`src/rtl/sgdmac_pkg.sv`:
```
// Shared types and AXI constants for the SG DMA read-port multiplexer.
package sgdmac_pkg;

  localparam int SG_ADDR_W = 32;

  localparam logic [1:0] AXI_RESP_OKAY   = 2'b00;
  localparam logic [1:0] AXI_RESP_SLVERR = 2'b10;
  localparam logic [1:0] AXI_RESP_DECERR = 2'b11;
  localparam logic [1:0] BURST_INCR      = 2'b01;

  typedef struct packed {
    logic [SG_ADDR_W-1:0] addr;
    logic [3:0]           len;
    logic [2:0]           size;
    logic [1:0]           burst;
  } ar_req_t;

endpackage

```
`src/rtl/sgdmac_rr_picker.sv`:
```
// Round-robin picker: first eligible requester at or after the pointer,
// pointer moves past the winner whenever the grant is consumed.
module sgdmac_rr_picker #(
  parameter int NUM_CH = 4
) (
  input  logic                      clk,
  input  logic                      rst,
  input  logic [NUM_CH-1:0]         elig_i,
  input  logic                      advance_i,
  output logic                      any_o,
  output logic [NUM_CH-1:0]         gnt_o,
  output logic [$clog2(NUM_CH)-1:0] gnt_idx_o
);

  localparam int IDX_W = $clog2(NUM_CH);

  logic [IDX_W-1:0] rr_ptr_q, rr_ptr_d;
  logic [IDX_W:0]   sum_s;
  logic [IDX_W-1:0] cand_s;
  logic             found_s;
  logic [IDX_W-1:0] idx_s;

  // cyclic scan starting at the pointer; sum is wide enough for ptr + NUM_CH - 1
  always_comb begin
    found_s = 1'b0;
    idx_s   = '0;
    sum_s   = '0;
    cand_s  = '0;
    for (int i = 0; i < NUM_CH; i++) begin
      sum_s = {1'b0, rr_ptr_q} + (IDX_W+1)'(i);
      if (sum_s >= (IDX_W+1)'(NUM_CH)) begin
        cand_s = IDX_W'(sum_s - (IDX_W+1)'(NUM_CH));
      end else begin
        cand_s = sum_s[IDX_W-1:0];
      end
      if (!found_s && elig_i[cand_s]) begin
        found_s = 1'b1;
        idx_s   = cand_s;
      end else begin
        found_s = found_s;
      end
    end
  end

  // one-hot view of the winning index
  always_comb begin
    gnt_o = '0;
    if (found_s) begin
      gnt_o[idx_s] = 1'b1;
    end else begin
      gnt_o = '0;
    end
  end

  assign any_o     = found_s;
  assign gnt_idx_o = idx_s;

  // pointer advances past the winner, wrapping at the last channel
  always_comb begin
    rr_ptr_d = rr_ptr_q;
    if (advance_i) begin
      if (idx_s == IDX_W'(NUM_CH - 1)) begin
        rr_ptr_d = '0;
      end else begin
        rr_ptr_d = idx_s + IDX_W'(1'b1);
      end
    end else begin
      rr_ptr_d = rr_ptr_q;
    end
  end

  // pointer register
  always_ff @(posedge clk) begin
    if (rst) begin
      rr_ptr_q <= '0;
    end else begin
      rr_ptr_q <= rr_ptr_d;
    end
  end

endmodule

```
`src/rtl/sgdmac_axi_rd_mux.sv`:
```
// N-channel AXI3 read-port multiplexer: round-robin AR arbitration with a
// registered AR stage, per-channel outstanding limits and R demux by ID.
module sgdmac_axi_rd_mux
  import sgdmac_pkg::*;
#(
  parameter int NUM_CH    = 4,
  parameter int ID_W      = 4,
  parameter int ADDR_W    = 32,
  parameter int DATA_W    = 32,
  parameter int MAX_OUTST = 4
) (
  input  logic                     clk,
  input  logic                     rst,
  input  logic [NUM_CH-1:0]        ch_arvalid_i,
  output logic [NUM_CH-1:0]        ch_arready_o,
  input  logic [NUM_CH*ADDR_W-1:0] ch_araddr_i,
  input  logic [NUM_CH*4-1:0]      ch_arlen_i,
  input  logic [NUM_CH*3-1:0]      ch_arsize_i,
  input  logic [NUM_CH*2-1:0]      ch_arburst_i,
  output logic [ID_W-1:0]          arid_o,
  output logic [ADDR_W-1:0]        araddr_o,
  output logic [3:0]               arlen_o,
  output logic [2:0]               arsize_o,
  output logic [1:0]               arburst_o,
  output logic                     arvalid_o,
  input  logic                     arready_i,
  input  logic [ID_W-1:0]          rid_i,
  input  logic [DATA_W-1:0]        rdata_i,
  input  logic [1:0]               rresp_i,
  input  logic                     rlast_i,
  input  logic                     rvalid_i,
  output logic                     rready_o,
  output logic [NUM_CH-1:0]        ch_rvalid_o,
  input  logic [NUM_CH-1:0]        ch_rready_i,
  output logic [DATA_W-1:0]        ch_rdata_o,
  output logic [1:0]               ch_rresp_o,
  output logic                     ch_rlast_o,
  output logic                     err_o,
  output logic [ID_W-1:0]          err_id_o,
  output logic                     outst_busy_o
);

  localparam int IDX_W = $clog2(NUM_CH);
  localparam int CNT_W = $clog2(MAX_OUTST + 1);

  if ((NUM_CH < 2) || (NUM_CH > 16) || (NUM_CH > (1 << ID_W)) ||
      (MAX_OUTST < 1) || (MAX_OUTST > 15) || (ADDR_W > SG_ADDR_W)) begin : g_bad_cfg
    $error("sgdmac_axi_rd_mux: unsupported parameter combination");
  end

  logic [NUM_CH-1:0] elig_s, gnt_s, inc_s, dec_s, rsel_s;
  logic [IDX_W-1:0]  gnt_idx_s;
  logic              any_s, stage_free_s, grant_s, r_hit_s, busy_s;
  ar_req_t           req_s;

  logic              arvalid_q, arvalid_d;
  logic [ID_W-1:0]   arid_q, arid_d;
  ar_req_t           ar_q, ar_d;
  logic [CNT_W-1:0]  cnt_q [NUM_CH];
  logic [CNT_W-1:0]  cnt_d [NUM_CH];
  logic              err_q, err_d;
  logic [ID_W-1:0]   err_id_q, err_id_d;

  // eligibility, R routing select and busy summary, all from the counters
  always_comb begin
    elig_s = '0;
    rsel_s = '0;
    busy_s = 1'b0;
    for (int k = 0; k < NUM_CH; k++) begin
      elig_s[k] = ch_arvalid_i[k] && (cnt_q[k] < CNT_W'(MAX_OUTST));
      rsel_s[k] = (rid_i == ID_W'(k)) && (cnt_q[k] != '0);
      busy_s    = busy_s | (cnt_q[k] != '0);
    end
  end

  sgdmac_rr_picker #(.NUM_CH(NUM_CH)) u_picker (
    .clk       (clk),
    .rst       (rst),
    .elig_i    (elig_s),
    .advance_i (grant_s),
    .any_o     (any_s),
    .gnt_o     (gnt_s),
    .gnt_idx_o (gnt_idx_s)
  );

  assign stage_free_s = !arvalid_q || arready_i;
  assign grant_s      = !rst && stage_free_s && any_s;
  assign ch_arready_o = grant_s ? gnt_s : '0;
  assign inc_s        = grant_s ? gnt_s : '0;

  // AND-OR mux of the granted channel's request fields
  always_comb begin
    req_s = '0;
    for (int k = 0; k < NUM_CH; k++) begin
      req_s.addr  = req_s.addr  | (SG_ADDR_W'(ch_araddr_i[k*ADDR_W +: ADDR_W]) & {SG_ADDR_W{gnt_s[k]}});
      req_s.len   = req_s.len   | (ch_arlen_i[k*4 +: 4]   & {4{gnt_s[k]}});
      req_s.size  = req_s.size  | (ch_arsize_i[k*3 +: 3]  & {3{gnt_s[k]}});
      req_s.burst = req_s.burst | (ch_arburst_i[k*2 +: 2] & {2{gnt_s[k]}});
    end
  end

  // AR output stage: load on grant, drop after handshake, otherwise hold
  always_comb begin
    arvalid_d = arvalid_q;
    arid_d    = arid_q;
    ar_d      = ar_q;
    if (grant_s) begin
      arvalid_d = 1'b1;
      arid_d    = ID_W'(gnt_idx_s);
      ar_d      = req_s;
    end else if (arready_i) begin
      arvalid_d = 1'b0;
    end else begin
      arvalid_d = arvalid_q;
    end
  end

  // R demux: expected beats go to their channel, everything else is drained
  assign r_hit_s     = |rsel_s;
  assign ch_rvalid_o = rsel_s & {NUM_CH{rvalid_i}};
  assign rready_o    = r_hit_s ? |(rsel_s & ch_rready_i) : 1'b1;
  assign ch_rdata_o  = rdata_i;
  assign ch_rresp_o  = rresp_i;
  assign ch_rlast_o  = rlast_i;
  assign dec_s       = rsel_s & ch_rready_i & {NUM_CH{rvalid_i & rlast_i}};

  // outstanding counters; simultaneous issue and completion cancel out
  always_comb begin
    for (int k = 0; k < NUM_CH; k++) begin
      cnt_d[k] = cnt_q[k];
      case ({inc_s[k], dec_s[k]})
        2'b10:   cnt_d[k] = cnt_q[k] + CNT_W'(1'b1);
        2'b01:   cnt_d[k] = cnt_q[k] - CNT_W'(1'b1);
        default: cnt_d[k] = cnt_q[k];
      endcase
    end
  end

  // sticky error captures only the first unexpected beat's id
  always_comb begin
    err_d    = err_q;
    err_id_d = err_id_q;
    if (rvalid_i && !r_hit_s && !err_q) begin
      err_d    = 1'b1;
      err_id_d = rid_i;
    end else begin
      err_d    = err_q;
      err_id_d = err_id_q;
    end
  end

  // state registers
  always_ff @(posedge clk) begin
    if (rst) begin
      arvalid_q <= 1'b0;
      arid_q    <= '0;
      ar_q      <= '0;
      err_q     <= 1'b0;
      err_id_q  <= '0;
      for (int k = 0; k < NUM_CH; k++) begin
        cnt_q[k] <= '0;
      end
    end else begin
      arvalid_q <= arvalid_d;
      arid_q    <= arid_d;
      ar_q      <= ar_d;
      err_q     <= err_d;
      err_id_q  <= err_id_d;
      for (int k = 0; k < NUM_CH; k++) begin
        cnt_q[k] <= cnt_d[k];
      end
    end
  end

  assign arvalid_o    = arvalid_q;
  assign arid_o       = arid_q;
  assign araddr_o     = ar_q.addr[ADDR_W-1:0];
  assign arlen_o      = ar_q.len;
  assign arsize_o     = ar_q.size;
  assign arburst_o    = ar_q.burst;
  assign err_o        = err_q;
  assign err_id_o     = err_id_q;
  assign outst_busy_o = busy_s;

endmodule

```
`config.mk`:
```
export PLATFORM = sky130hd
export DESIGN_NAME = sgdmac_axi_rd_mux
export DESIGN_NICKNAME = d
export VERILOG_FILES = /design/src/rtl/sgdmac_pkg.sv /design/src/rtl/sgdmac_rr_picker.sv /design/src/rtl/sgdmac_axi_rd_mux.sv
export SDC_FILE = /design/constraint.sdc
export NUM_CORES = 1
export LEC_CHECK = 0
export CAP_MARGIN = 5
export CORE_MARGIN = 8
export CORE_UTILIZATION = 37
export CTS_CLUSTER_DIAMETER = 50
export DETAILED_ROUTE_END_ITERATION = 10
export PLACE_DENSITY = 0.92
export SYNTH_ARGS = -nofsm -noshare
export SYNTH_HDL_FRONTEND = slang
export SYNTH_SLANG_ARGS = --single-unit
export TNS_END_PERCENT = 20
```
`constraint.sdc`:
```
create_clock -name clk -period 5 [get_ports clk]
set_input_delay 1 -clock clk [delete_from_list [all_inputs] [get_ports clk]]
set_output_delay 1 -clock clk [all_outputs]
set_load 0.02 [all_outputs]
```
Word-level counts from Yosys, hierarchy flattened
Memories as Yosys holds them, arrays and structs flattened.
Index checks and enable logic that the tools add are counted.
Widths: inputs -> output; s select.

word-level totals
  word-level logic and storage cells = 162
  output and inout port bits = 96
  bits in read-only memories = 0
  latch bits = 0
  bits in writable memories = 12
  memories = 1
  register bits after elaboration = 51

memory list
  name   depth  bits a word  read ports  clocked after memory_dff  write ports  RTL line                 RTL
  cnt_q  4      3            4           0                         4            sgdmac_axi_rd_mux.sv:59  logic [CNT_W-1:0] cnt_q [NUM_CH];

cells by class
  shifts and indexed selects = 0
  magnitude comparators = 14
  multiplexer cells = 39
  equality and inequality tests = 12
  reductions and logical operators = 32
  multipliers = 0
  div/mod/pow operators = 0
  bitwise operators = 39
  add/sub/neg operators = 16

operators by type and width
  cell                 count
  $and 32x32->32       4
  $or 32x32->32        3
  $and 4x4->4          7
  $pmux 3 s2           4
  $mux 2               9
  $logic_and 1x1->1    16
  $lt 2x3->1 const B   5
  $mux 1               15
  $add 3x1->3 const B  4
  $and 3x3->3          4
  $lt 3x3->1 const B   4
  $mux 3               4
  $or 4x4->4           3
  $reduce_bool 3->1    4
  $sub 3x1->3 const B  4
  $eq 2x2->1 const B   5
  $ge 3x3->1 const B   3
  $or 3x3->3           3
  $and 2x2->2          4
  $bmux 1 s2           4
  $eq 2x1->1 const B   4
  $eq 4x2->1 const B   2
  $mux 4               2
  $reduce_or 4->1      2
  15 further kinds     33

Longest topological paths before layout
Gate-level depths: netlist of the first run.
An unclocked memory read counts as a cell.

  word-level depth = 24
  mapped depth = 15
  mapped depth without buffers = 13

Modules after synthesis
From an unflattened synthesis of the first run, not the netlist that was laid out.

second synthesis, totals
  cell total of the unflattened synthesis = 463
  area total of the unflattened synthesis = 3,811.2 um2

by module, submodules not included
  module             sequential area each (um2)  cells each  instances  area an instance (um2)
  sgdmac_axi_rd_mux  1,221.2                     433         1          3,528.4
  sgdmac_rr_picker   40.0                        30          1          282.8

Worst setup path after synthesis of the first run
No wires, ideal clock.

  path type = input-to-output
  start = input port ch_arvalid_i[2]
  end = output port ch_arready_o[3]
  required time = 4.000 ns
  stages = 9
  buffers on the path = 3
  data arrival time = 2.903 ns
  slack = 1.097 ns
  cell sequence = nor2b_2 nor3b_1 nor3_1 ha_1 clkbuf_1 clkbuf_1 clkbuf_1 nand2_1 inv_1

on the way
  cells in the longest elaborated chain, start to end = 19
  elaborated cells on any way between the ends = 31
  those cells by class = order compare (2); mux (20); reduce/logical (9)

ends and longest elaborated chain
  element                                                                RTL line                 RTL
  start, declared                                                        sgdmac_axi_rd_mux.sv:14  input logic [NUM_CH-1:0] ch_arvalid_i,
  $logic_and 1x1->1 *                                                    sgdmac_axi_rd_mux.sv:70  elig_s[k] = ch_arvalid_i[k] && (cnt_q[k] < CNT_W'(MAX_OUTST));
  $bmux 1 s2                                                             sgdmac_rr_picker.sv:36   if (!found_s && elig_i[cand_s]) begin
  $mux 1 (not written as such)                                           sgdmac_rr_picker.sv:36
  $mux 1                                                                 sgdmac_rr_picker.sv:36
  $logic_not 1->1                                                        sgdmac_rr_picker.sv:36
  $logic_and 1x1->1                                                      sgdmac_rr_picker.sv:36
  $mux 1                                                                 sgdmac_rr_picker.sv:36
  $logic_not 1->1                                                        sgdmac_rr_picker.sv:36
  [4 not listed]                                                         --
  $mux 2 *                                                               sgdmac_rr_picker.sv:36
  via gnt_idx_s[0]                                                       sgdmac_axi_rd_mux.sv:52  logic [IDX_W-1:0] gnt_idx_s;
  $lt 2x3->1 (not written as such) / $ge 2x1->1 (equally long branches)  sgdmac_rr_picker.sv:49   gnt_o[idx_s] = 1'b1;
  $logic_and 1x1->1 (not written as such)                                sgdmac_rr_picker.sv:49
  $mux 1 (not written as such)                                           sgdmac_rr_picker.sv:49
  $demux 1 s2 *                                                          --
  $mux 4 *                                                               sgdmac_rr_picker.sv:48   if (found_s) begin
  $mux 4 *                                                               sgdmac_axi_rd_mux.sv:88  assign ch_arready_o = grant_s ? gnt_s : '0;
  end, declared                                                          sgdmac_axi_rd_mux.sv:15  output logic [NUM_CH-1:0] ch_arready_o,

The timed path passes the listed nets; every way through them passes the cells marked *. The select of a mux whose other input is x is not followed.

Worst setup path in the final report of the first run
  start = input port ch_arvalid_i[0]
  end = output port ch_arready_o[3]

Same word-level chain as after synthesis.

==> results.rst, run 1 <==
.. list-table::
   :header-rows: 1

   * - Metric
     - Value
   * - Filler cell count
     - between 900 and 1,000
   * - Startpoint Class
     - input port
   * - Insertion delay to the later sink of the worst-skew pair
     - approximately 0.32 ns
   * - Worst-case clock skew
     - about 0.0093 ns
   * - Most frequent standard cell in the layout excluding fill and tap cells
     - sky130_fd_sc_hd__clkdlybuf4s50_1
   * - Core outline area
     - approximately 11,000 µm²
   * - Top fanout value on the critical path
     - 5
   * - Number of endpoints with negative hold slack in the final report
     - 0
   * - Detailed router's first-iteration violation count
     - 290
   * - Detailed-routing iteration count for the pre-antenna-repair pass
     - 4
   * - Post-layout nets
     - approximately 870
   * - Post-route antenna net violation count
     - 0
   * - Count of vias placed by the detailed router
     - 4,435
   * - Kind of critical path
     - input port to primary output
   * - Worst setup EP type
     - primary output
   * - Sequential power share
     - 0.325
   * - Sequential fraction of the synthesis area
     - 0.3104
   * - Total wirelength of the detailed-routed design
     - between 15 and 20 mm
   * - Critical path data required time
     - around 4 ns
   * - Pin count of the biggest net entering global routing
     - 66
   * - Cell taking the most area after synthesis
     - sky130_fd_sc_hd__dfxtp_1
   * - Area of all sequential standard cells
     - ~1300 µm²
   * - Cells taking the most area after synthesis
     - sky130_fd_sc_hd__dfxtp_1 31%, sky130_fd_sc_hd__a221oi_1 8.8%, sky130_fd_sc_hd__a22o_1 8.8%, sky130_fd_sc_hd__nand3b_1 8.1%, sky130_fd_sc_hd__o31ai_1 7.6%
   * - Status
     - finished, final reports clean
   * - Unrepaired setup endpoints after global routing
     - false
   * - Root buf cell
     - sky130_fd_sc_hd__clkbuf_8
   * - Synth cell types
     - 42
   * - Setup Total Neg Slack
     - 0 ns
   * - Logic gate share of total power
     - 0.467
   * - P_int
     - between 1 and 1.5 mW
   * - # IOs
     - between 300 and 400
   * - Average vias per placed instance
     - 5.664
   * - Flop2flop setup slack
     - 1.97 ns
   * - Post-CTS Resized
     - 0
   * - Maximum count of clock buffers along a single path
     - 2
   * - Number of global-route vias before repair
     - around 4,800
   * - Clock transition at the register clock pins on the worst setup and hold paths after CTS
     - ~0.070 ns
   * - Port Buffers
     - between 200 and 250
   * - Setup ws final
     - ~0.56 ns
   * - DPL Wire Length
     - ~12 mm
   * - Residual DRC count
     - 0
   * - Multi-input gate area
     - 2246 µm²
   * - Ratio of cells with drive above 1 in the final layout
     - 0.05443
   * - Max Transition Viols Final
     - 0
   * - Number of core rows
     - 38
   * - Detail-routed net length per standard cell
     - a little over 20 µm
   * - Crit path arrival time
     - roughly 3.4 ns
   * - Cell area after technology mapping
     - 4063 µm²
   * - Count of flip-flops with a built-in enable after synthesis
     - 0
   * - Worst min-delay path class
     - flop to flop
   * - Num Clock Sinks
     - 63
   * - Hold slack final
     - 0.4562 ns
   * - Number of antenna cells inserted
     - 0
   * - GRT overflow
     - 0
   * - Switching share of power
     - 0.3577
   * - Post-placement cell count
     - 768
   * - Max-capacitance violation count
     - 0
   * - Number of buffers inserted during clock tree synthesis
     - 9
   * - Peak supply drop
     - between 150 and 200 µV
   * - Share of the cycle needed by the critical path after routing
     - 0.8878
   * - Flip-flop cell with the highest count after synthesis
     - sky130_fd_sc_hd__dfxtp_1
   * - Gate count of the mapped netlist
     - 460
   * - Leading cell types in the layout, fill and taps excluded
     - 239 x sky130_fd_sc_hd__clkdlybuf4s50_1, 63 x sky130_fd_sc_hd__dfxtp_1, 44 x sky130_fd_sc_hd__nand3b_1
   * - Power density over cell area
     - a little over 300 nW/µm²
   * - Number of warnings reported in the yosys synthesis log
     - 0
   * - Die height
     - roughly 120 µm
   * - Final setup viols
     - 0
   * - Upper clock frequency limit
     - between 0.2 and 0.25 GHz
   * - Number of buffers added to fix hold violations after cts
     - 0
   * - Switching power of the nets
     - slightly above 0.7 mW
   * - Number of storage elements in the synthesis netlist
     - between 60 and 70
   * - Average footprint of a synthesized cell
     - between 8 and 9 µm²
   * - First-pass GRT wire length
     - 24.65 mm
   * - Proportion of power drawn by the clock network
     - 0.208
   * - Headroom to the max-slew limit
     - 0.3378
   * - Horizontal extent of the die
     - about 120 µm
   * - Post-CTS Repair Setup Buffers
     - 0
   * - Area growth from synthesis to layout
     - 57.50%
   * - Time the final worst path needs with I/O delays and setup
     - between 4 and 5 ns
   * - Post-synth ARST share
     - 0
   * - TritonCTS clock tree
     - yes
   * - Leakage power total
     - 2.295 nW
   * - Post-synth top area share
     - 0.3104
   * - GRT Total Usage
     - 0.2095
   * - Full die area
     - 14,590 µm²
   * - Initial core utilization
     - 0.3764
   * - Actual transition at the worst max-transition pin
     - slightly below 1 ns
   * - Non-Filler Instances
     - about 780
   * - Pre-CTS worst setup slack
     - approximately 0.55 ns
   * - Weighted congestion at the end of routability-driven global placement
     - about 0.90
   * - H-tree depth
     - 3
   * - Antenna violations before repair
     - 0
## layout make-up
type                       count  share of cell area
clock buffer                  12             0.02581
clock inverter                 3            0.002738
inverter                      21             0.01232
multi-input combinational    298              0.3510
sequential                    63              0.1971
tap                          140             0.02738
timing repair buffer         246              0.3837
## synthesized netlist by cell type, drive strengths merged, types with 2 or more instances
library cell and count:
clkbuf 29, nor3b 4, or3 11, buf 50
inv 21, a221oi 41, a21oi 13, o21ai 8
nor2 29, fa 4, xor2 8, nor3 3
ha 8, a22o 41, nand3b 44, mux2i 4
nand3 6, nand2 12, nor2b 4, nand2b 3
nand4 2, dfxtp 63, o31ai 41
## path summary, 6_finish.rpt
path                                      from                       end  cells past startpoint
min                     arid_o[0]$_SDFFE_PP0N_    arid_o[0]$_SDFFE_PP0N_                      2
max                            ch_arvalid_i[0]           ch_arready_o[3]                      8
max reg2reg  u_picker.rr_ptr_q[1]$_SDFFE_PP0N_  cnt_q[2][2]$_SDFFE_PP0P_                     12
min reg2reg             arid_o[0]$_SDFFE_PP0N_    arid_o[0]$_SDFFE_PP0N_                      2
## power groups by stage
stage	logic (mW)	registers, mW	clock network [mW]
final	0.921	0.641	0.411
after global routing	0.987	0.652	0.453
after detailed placement	0.923	0.652	0
after CTS	0.928	0.641	0.428
after floorplan	0.438	0.739	0
after global placement	0.901	0.647	0
## metrics by stage
stage / area, µm² / total power, mW / util
final: 6399 / 1.973 / 0.5929
after global placement: 6216 / 1.548 / 0.5759
after global routing: 6399 / 2.092 / 0.5929
after floorplan: 4066 / 1.177 / -
after CTS: 6399 / 1.996 / 0.5929
after detailed placement: 6216 / 1.575 / 0.5759
## layer usage
| metal | wire length [µm] | GRT usage |
|---|---|---|
| met3 | 1337 | 0.05548 |
| met5 | 0 | 0 |
| met1 | 6019 | 0.2274 |
| met4 | 486 | 0.09914 |
| met2 | 8053 | 0.3720 |
## registers in the layout, indices dropped and copies added, names as in the netlist
register,flops
araddr_o,32
cnt_q,12
arlen_o,4
err_id_o,4
arsize_o,3
arburst_o,2
arid_o,2
u_picker.rr_ptr_q,2
arvalid_o,1
err_o,1
## worst max-delay path: stages
cell and delay (ns):
sky130_fd_sc_hd__clkdlybuf4s50_1 0.51, sky130_fd_sc_hd__or3b_1 0.21, sky130_fd_sc_hd__a21oi_1 0.06, sky130_fd_sc_hd__nor3_1 0.55, sky130_fd_sc_hd__ha_2 0.30, sky130_fd_sc_hd__nand2_1 0.08
sky130_fd_sc_hd__inv_1 0.09, sky130_fd_sc_hd__clkdlybuf4s50_1 0.63
## cells by family after synthesis
| logic type | synth area share |
|---|---|
| adder cells (fa/ha/maj) | 0.04435 |
| flip-flops | 0.3104 |
| multiplexers | 0.009856 |
| other | 0.0009230 |
| AND/OR/NAND/NOR | 0.1820 |
| AO/OA/AOI/OAI | 0.2947 |
| buffers and inverters | 0.1404 |
| XOR/XNOR | 0.01725 |
(Power assumes the default switching activity.)
==> run 2: changes to the inputs <==
--- a/config.mk
+++ b/config.mk
@@ -11,6 +11,7 @@
 export CTS_CLUSTER_DIAMETER = 50
 export DETAILED_ROUTE_END_ITERATION = 10
 export PLACE_DENSITY = 0.92
+export SETUP_SLACK_MARGIN = 0.4
 export SYNTH_ARGS = -nofsm -noshare
 export SYNTH_HDL_FRONTEND = slang
 export SYNTH_SLANG_ARGS = --single-unit
==> constraint.sdc (replaced) <==
create_clock -name clk -period 5 [get_ports clk]
set_input_delay 0.75 -clock clk [delete_from_list [all_inputs] [get_ports clk]]
set_output_delay 0.75 -clock clk [all_outputs]
set_load 0.02 [all_outputs]
==> run 2 against run 1 <==
  * Total power grew 4.7%
  * Clock power up 22%
  * Flip-flop and latch count unchanged
  * Largest power group unchanged
  * First-iteration DRC count rose by 28%
  * Final cell count is 0.13% higher
  * Sequential power barely moved
  * Die area unchanged
  * Sequential share of layout area is 0.11 points lower
  * Clock-buffer cell count is 1 lower
  * Critical endpoint is now ch_arready_o[2]
==> results.rst, run 2 (synthesis results as in run 1) <==
.. list-table::
   :header-rows: 1

   * - Metric
     - Value
   * - Status
     - finished, final reports clean
   * - TritonCTS clock tree
     - yes
   * - Highest metal layer with signal wires
     - met4
   * - Number of global-route vias before repair
     - 4,627
   * - Power density over cell area
     - about 320 nW/µm²
   * - Time the final worst path needs with I/O delays and setup
     - about 4.3 ns
   * - First-pass GRT wire length
     - ~25 mm
   * - Average vias per placed instance
     - roughly 5.6
   * - Top fanout value on the critical path
     - 42
   * - Number of antenna cells inserted
     - 0
   * - Peak supply drop
     - 152.9 µV
   * - Final setup viols
     - 0
   * - Worst min-delay path class
     - flop to flop
   * - Full die area
     - between 10,000 and 15,000 µm²
   * - Pre-CTS worst setup slack
     - between 0.4 and 0.5 ns
   * - Horizontal extent of the die
     - 120.8 µm
   * - Num Clock Sinks
     - 63
   * - Max-capacitance violation count
     - 0
   * - Setup Total Neg Slack
     - 0 ns
   * - Total wirelength of the detailed-routed design
     - approximately 16 mm
   * - Most frequent standard cell in the layout excluding fill and tap cells
     - sky130_fd_sc_hd__clkdlybuf4s50_1
   * - Maximum count of clock buffers along a single path
     - 2
   * - Highest cell delay on the worst timing path
     - about 0.60 ns
   * - Count of vias placed by the detailed router
     - around 4,400
   * - Initial core utilization
     - 0.3764
   * - Max Transition Viols Final
     - 0
   * - Number of buffers inserted during clock tree synthesis
     - 9
   * - Non-Filler Instances
     - 784
   * - Post-layout nets
     - about 870
   * - # IOs
     - 311
   * - GRT Total Usage
     - 0.2103
   * - Number of buffers added to fix hold violations after cts
     - 0
   * - Upper clock frequency limit
     - ~0.23 GHz
   * - Total power
     - between 2 and 2.5 mW
   * - Kind of critical path
     - input port to primary output
   * - Post-placement cell count
     - approximately 770
   * - Post-detailed-placement cell area
     - 6203 µm²
   * - Total non-filler cell area in the finished layout
     - between 6000 and 7000 µm²
   * - Clock transition at the register clock pins on the worst setup and hold paths after CTS
     - 0.08 ns
   * - Leading cell types in the layout, fill and taps excluded
     - 239 x sky130_fd_sc_hd__clkdlybuf4s50_1, 63 x sky130_fd_sc_hd__dfxtp_1, 44 x sky130_fd_sc_hd__nand3b_1
   * - Post-route antenna net violation count
     - 0
   * - Worst setup EP type
     - primary output
   * - Worst-case clock skew
     - 0.01216 ns
   * - Die height
     - approximately 120 µm
   * - Filler cell count
     - 941
   * - Number of core rows
     - 38
   * - Actual transition at the worst max-transition pin
     - 0.9917 ns
   * - Insertion delay to the later sink of the worst-skew pair
     - 0.33 ns
   * - Cell at the slowest stage of the critical path
     - sky130_fd_sc_hd__clkdlybuf4s50_1
   * - Detail Route met2 WL
     - 8.256 mm
   * - Headroom to the max-slew limit
     - 0.3388
   * - Max FFs per register
     - 32
   * - Routed wire length on met3
     - roughly 1.4 mm
   * - Share of the cycle needed by the critical path after routing
     - 0.8523
   * - Weighted congestion at the end of routability-driven global placement
     - a little under 0.9
   * - Routed length on met1
     - around 6.1 mm
   * - Detailed-routing iteration count for the pre-antenna-repair pass
     - 5
   * - Crit path arrival time
     - between 3 and 4 ns
   * - Residual DRC count
     - 0
   * - H-tree depth
     - 3
   * - Detail-routed net length per standard cell
     - ~21 µm
   * - Root buf cell
     - sky130_fd_sc_hd__clkbuf_8
   * - Series of cell instances along the critical path
     - clkdlybuf4s50_1, or3b_1, a21oi_1, nor3_1, inv_1, ha_4, nand2_1, inv_1, clkdlybuf4s50_1
   * - Pin count of the biggest net entering global routing
     - 66
   * - Number of endpoints with negative hold slack in the final report
     - 0
   * - Core outline area
     - approximately 11,000 µm²
   * - Detailed router's first-iteration violation count
     - about 370
   * - Area growth from synthesis to layout
     - 58.42%
   * - Unrepaired setup endpoints after global routing
     - false
   * - Port Buffers
     - 240
   * - Setup ws final
     - 0.7387 ns
   * - Ratio of cells with drive above 1 in the final layout
     - 0.05435
   * - Startpoint Class
     - input port
   * - DPL Wire Length
     - 12.21 mm
   * - Critical path data required time
     - roughly 4.3 ns
   * - Leakage power total
     - around 2.3 nW
   * - Antenna violations before repair
     - 0
   * - Post-CTS Repair Setup Buffers
     - 0
   * - GRT overflow
     - 0
run 2: cell count changes in the layout (fill, tap and decap cells not counted), sizes merged:
| cell | change |
|---|---|
| bufinv | +2 |
| clkbuf | -1 |
run 2: timing repair:
action                                  in CTS  in global routing
endpoints found under the setup margin       0                  1
resized for setup                            0                  1
endpoints found under the hold margin        0                  0
run 2: final timing paths:
check,cells after the start,endpoint,slack [ns],from
worst min register to register,2,arid_o[0]$_SDFFE_PP0N_,0.46,arid_o[0]$_SDFFE_PP0N_
worst max-delay path,9,ch_arready_o[2],0.74,ch_arvalid_i[0]
worst min-delay path,2,arid_o[0]$_SDFFE_PP0N_,0.46,arid_o[0]$_SDFFE_PP0N_
worst max register to register,12,cnt_q[2][2]$_SDFFE_PP0P_,1.68,u_picker.rr_ptr_q[1]$_SDFFE_PP0N_
run 2: through the flow:
step / utilization / hold slack, ns
after floorplan: - / 0.4625
after global placement: 0.5748 / 0.4471
final: 0.5963 / 0.4567
after detailed placement: 0.5748 / 0.4474
after global routing: 0.5963 / 0.4872
after CTS: 0.5954 / 0.4587
run 2: power by group:
group	switching (mW)	total (mW)	internal [mW]	leakage, nW
clock	0.207	0.502	0.295	0.110
sequential	0.0517	0.641	0.589	0.520
combinational	0.460	0.922	0.462	1.68
run 2: per-layer routing:
layer  vias to the layer above  global-route usage
met4                         0             0.08041
met1                      2112              0.2311
met5                         -                   0
li1                       2049                   -
met2                       224              0.3769
met3                        35             0.05781
run 2: cell type report:
cell class	instances	area [µm²]	area share
Tap cell	140	175.2	0.02722
Multi-Input combinational cell	298	2256	0.3505
Inverter	21	78.83	0.01225
Clock buffer	11	141.4	0.02197
Clock inverter	5	81.33	0.01264
Sequential cell	63	1261	0.1960
Timing Repair Buffer	246	2442	0.3795
run 2: critical path, delay by kind of cell:
kind	cells	cell delay [ns]
simple gates	3	0.66
buf+inv	4	1.43
compound gates	1	0.17
fa+ha+maj	1	0.50
==> run 3: changes to the inputs <==
--- a/config.mk
+++ b/config.mk
@@ -10,6 +10,7 @@
 export CORE_UTILIZATION = 37
 export CTS_CLUSTER_DIAMETER = 50
 export DETAILED_ROUTE_END_ITERATION = 10
+export HOLD_SLACK_MARGIN = 0.08
 export PLACE_DENSITY = 0.92
 export SETUP_SLACK_MARGIN = 0.4
 export SYNTH_ARGS = -nofsm -noshare
==> constraint.sdc (replaced) <==
create_clock -name clk -period 5.1 [get_ports clk]
set_input_delay 0.765 -clock clk [delete_from_list [all_inputs] [get_ports clk]]
set_output_delay 0.765 -clock clk [all_outputs]
set_load 0.02 [all_outputs]
==> run 3 against run 2 <==
  * Clock-buffer cell count grew 2
  * Flip-flop and latch count is the same
  * Critical path type unchanged
  * Non-clock buffer count shrank 2
  * Highest routed layer unchanged
  * Sequential power shrank 2%
  * Largest power group unchanged
  * Register-to-register slack is essentially flat
  * Worst hold slack lost 0.0022 ns
  * Core utilization shrank 0.78 points
  * Clock skew shrank 0.0046 ns
  * Critical path depth is the same
  * Worst setup slack lost 0.25 ns
  * Die area is the same
  * Combinational power shrank 2.6%
==> results.rst, run 3 (synthesis results as in run 1) <==
.. list-table::
   :header-rows: 1

   * - Metric
     - Value
   * - Hold path startpoint
     - arid_o[0]$_SDFFE_PP0N_
   * - R2R Path End
     - cnt_q[0][2]$_SDFFE_PP0P_
   * - Top fanout value on the critical path
     - 42
   * - Logic gate share of total power
     - 0.471
   * - Status
     - finished, final reports clean
   * - Detailed router's first-iteration violation count
     - ~240
   * - Average vias per placed instance
     - ~5.6
   * - H-tree depth
     - 3
   * - Actual transition at the worst max-transition pin
     - around 1.1 ns
   * - Highest cell delay on the worst timing path
     - approximately 0.80 ns
   * - Number of endpoints with negative hold slack in the final report
     - 0
   * - Hold slack final
     - around 0.45 ns
   * - Max Transition Viols Final
     - 0
   * - Worst setup EP type
     - primary output
   * - Startpoint Class
     - input port
   * - First-pass GRT wire length
     - approximately 25 mm
   * - # IOs
     - just over 300
   * - Flop2flop setup slack
     - around 1.7 ns
   * - Core outline area
     - between 10,000 and 15,000 µm²
   * - Setup ws final
     - 0.4915 ns
   * - Total wirelength of the detailed-routed design
     - around 16 mm
   * - Time the final worst path needs with I/O delays and setup
     - 4.609 ns
   * - Pre-CTS worst setup slack
     - about 0.47 ns
   * - Maximum count of clock buffers along a single path
     - 2
   * - Antenna violations before repair
     - 0
   * - Pin count of the biggest net entering global routing
     - 66
   * - Power density over cell area
     - ~300 nW/µm²
   * - Detailed-routing iteration count for the pre-antenna-repair pass
     - 5
   * - Hold path cells
     - 2
   * - Post-layout nets
     - around 860
   * - Port Buffers
     - 240
   * - Max-capacitance violation count
     - 0
   * - Worst-case clock skew
     - approximately 0.0075 ns
   * - Headroom to the max-slew limit
     - 0.2930
   * - Post-CTS Repair Setup Buffers
     - 0
   * - Number of buffers added to fix hold violations after cts
     - 0
   * - Launching element of the worst setup path
     - ch_arvalid_i[0]
   * - Crit path arrival time
     - ~3.8 ns
   * - Unrepaired setup endpoints after global routing
     - true
   * - Post-CTS Resized
     - 0
   * - Worst min-delay path class
     - flop to flop
   * - Max FFs per register
     - 32
   * - Setup Total Neg Slack
     - 0 ns
   * - GRT overflow
     - 0
   * - Sequential power share
     - 0.330
   * - Residual DRC count
     - 0
   * - Proportion of power drawn by the clock network
     - 0.199
   * - Area growth from synthesis to layout
     - 56.36%
   * - Root buf cell
     - sky130_fd_sc_hd__clkbuf_8
   * - Post-route antenna net violation count
     - 0
   * - Cell at the slowest stage of the critical path
     - sky130_fd_sc_hd__ha_2
   * - Number of core rows
     - 38
   * - Depth of the worst register-to-register path
     - 12
   * - Upper clock frequency limit
     - between 0.2 and 0.25 GHz
   * - Peak supply drop
     - around 130 µV
   * - Leakage power total
     - 2.271 nW
   * - Worst Hold End
     - arid_o[0]$_SDFFE_PP0N_
   * - Switching share of power
     - 0.3576
   * - Number of buffers and inverters on the critical path
     - 4
   * - Count of vias placed by the detailed router
     - 4,391
   * - Die height
     - around 120 µm
   * - TritonCTS clock tree
     - yes
   * - Leading cell types in the layout, fill and taps excluded
     - 239 x sky130_fd_sc_hd__clkdlybuf4s50_1, 63 x sky130_fd_sc_hd__dfxtp_1, 44 x sky130_fd_sc_hd__nand3b_1
   * - Num Clock Sinks
     - 63
   * - Critical path data required time
     - about 4.3 ns
   * - Kind of critical path
     - input port to primary output
   * - Ratio of cells with drive above 1 in the final layout
     - 0.04688
   * - P_int
     - roughly 1.2 mW
   * - Final setup viols
     - 0
   * - Number of buffers inserted during clock tree synthesis
     - 9
   * - Number of global-route vias before repair
     - ~4,700
   * - GRT Total Usage
     - 0.2130
   * - Share of the cycle needed by the critical path after routing
     - 0.9036
   * - Horizontal extent of the die
     - 120.8 µm
   * - Full die area
     - ~15,000 µm²
   * - Number of antenna cells inserted
     - 0
   * - Beginning of the worst register-to-register path
     - cnt_q[2][2]$_SDFFE_PP0P_
   * - Clock transition at the register clock pins on the worst setup and hold paths after CTS
     - 0.06 ns
   * - Most frequent standard cell in the layout excluding fill and tap cells
     - sky130_fd_sc_hd__clkdlybuf4s50_1
   * - Switching power of the nets
     - roughly 0.7 mW
   * - Initial core utilization
     - 0.3764
   * - Weighted congestion at the end of routability-driven global placement
     - 0.9144
   * - Insertion delay to the later sink of the worst-skew pair
     - between 0.3 and 0.4 ns
   * - DPL Wire Length
     - 12.48 mm
   * - Detail-routed net length per standard cell
     - ~21 µm
   * - Crit path max-delay family
     - buffers and inverters
   * - Series of cell instances along the critical path
     - clkdlybuf4s50_1, or3b_1, a21oi_1, nor3_1, inv_1, ha_2, nand2_1, inv_1, clkdlybuf4s50_1
## run 3: power groups by stage
stage | Clock (mW) | Sequential [mW] | Combinational (mW)
after floorplan | 0 | 0.725 | 0.429
final | 0.379 | 0.630 | 0.898
after detailed placement | 0 | 0.639 | 0.902
after global routing | 0.416 | 0.640 | 0.962
after CTS | 0.392 | 0.629 | 0.905
after global placement | 0 | 0.634 | 0.874
## run 3: how the worst max path moves through the flow
stage                                    end  slack (ns)  cells after the start
detailed placement           ch_arready_o[2]        0.47                      9
global route                 ch_arready_o[2]        0.33                      9
global placement             ch_arready_o[2]        0.63                      9
finish                       ch_arready_o[0]        0.49                      9
floorplan           cnt_q[3][2]$_SDFFE_PP0P_        1.59                     14
CTS                          ch_arready_o[2]        0.50                      9
## run 3: metrics by stage
stage / instances / power [mW] / area, µm² / utilization
after global routing: 780 / 2.018 / 6352 / 0.5886
after floorplan: 461 / 1.154 / 4066 / -
after detailed placement: 766 / 1.541 / 6188 / 0.5734
after global placement: 766 / 1.509 / 6188 / 0.5734
final: 780 / 1.907 / 6352 / 0.5886
after CTS: 780 / 1.926 / 6352 / 0.5886
## run 3: worst min-delay path: cells and delay by family, from the launching register on
family | cells | cell delay, ns
simple gates | 1 | 0.05
compound gates | 1 | 0.05
flops | 1 | 0.31
## run 3: area by class of cell
class	count	area [µm²]
tap	140	175.2
clock buffer	13	158.9
sequential	63	1261
inverter	21	78.83
timing repair buffer	244	2427
multi-input combinational	298	2246
clock inverter	1	5.005
fill	939	4441
## run 3: layer usage
layer  vias to the layer above  routed length (µm)  part of all wire  track usage
met5                         -                   0                 0            0
met4                         0                 579             0.036       0.1054
met3                        52                1504             0.093      0.06014
met2                       204                8085              0.50       0.3696
met1                      2087                5986              0.37       0.2343
li1                       2048                   -                 -            -
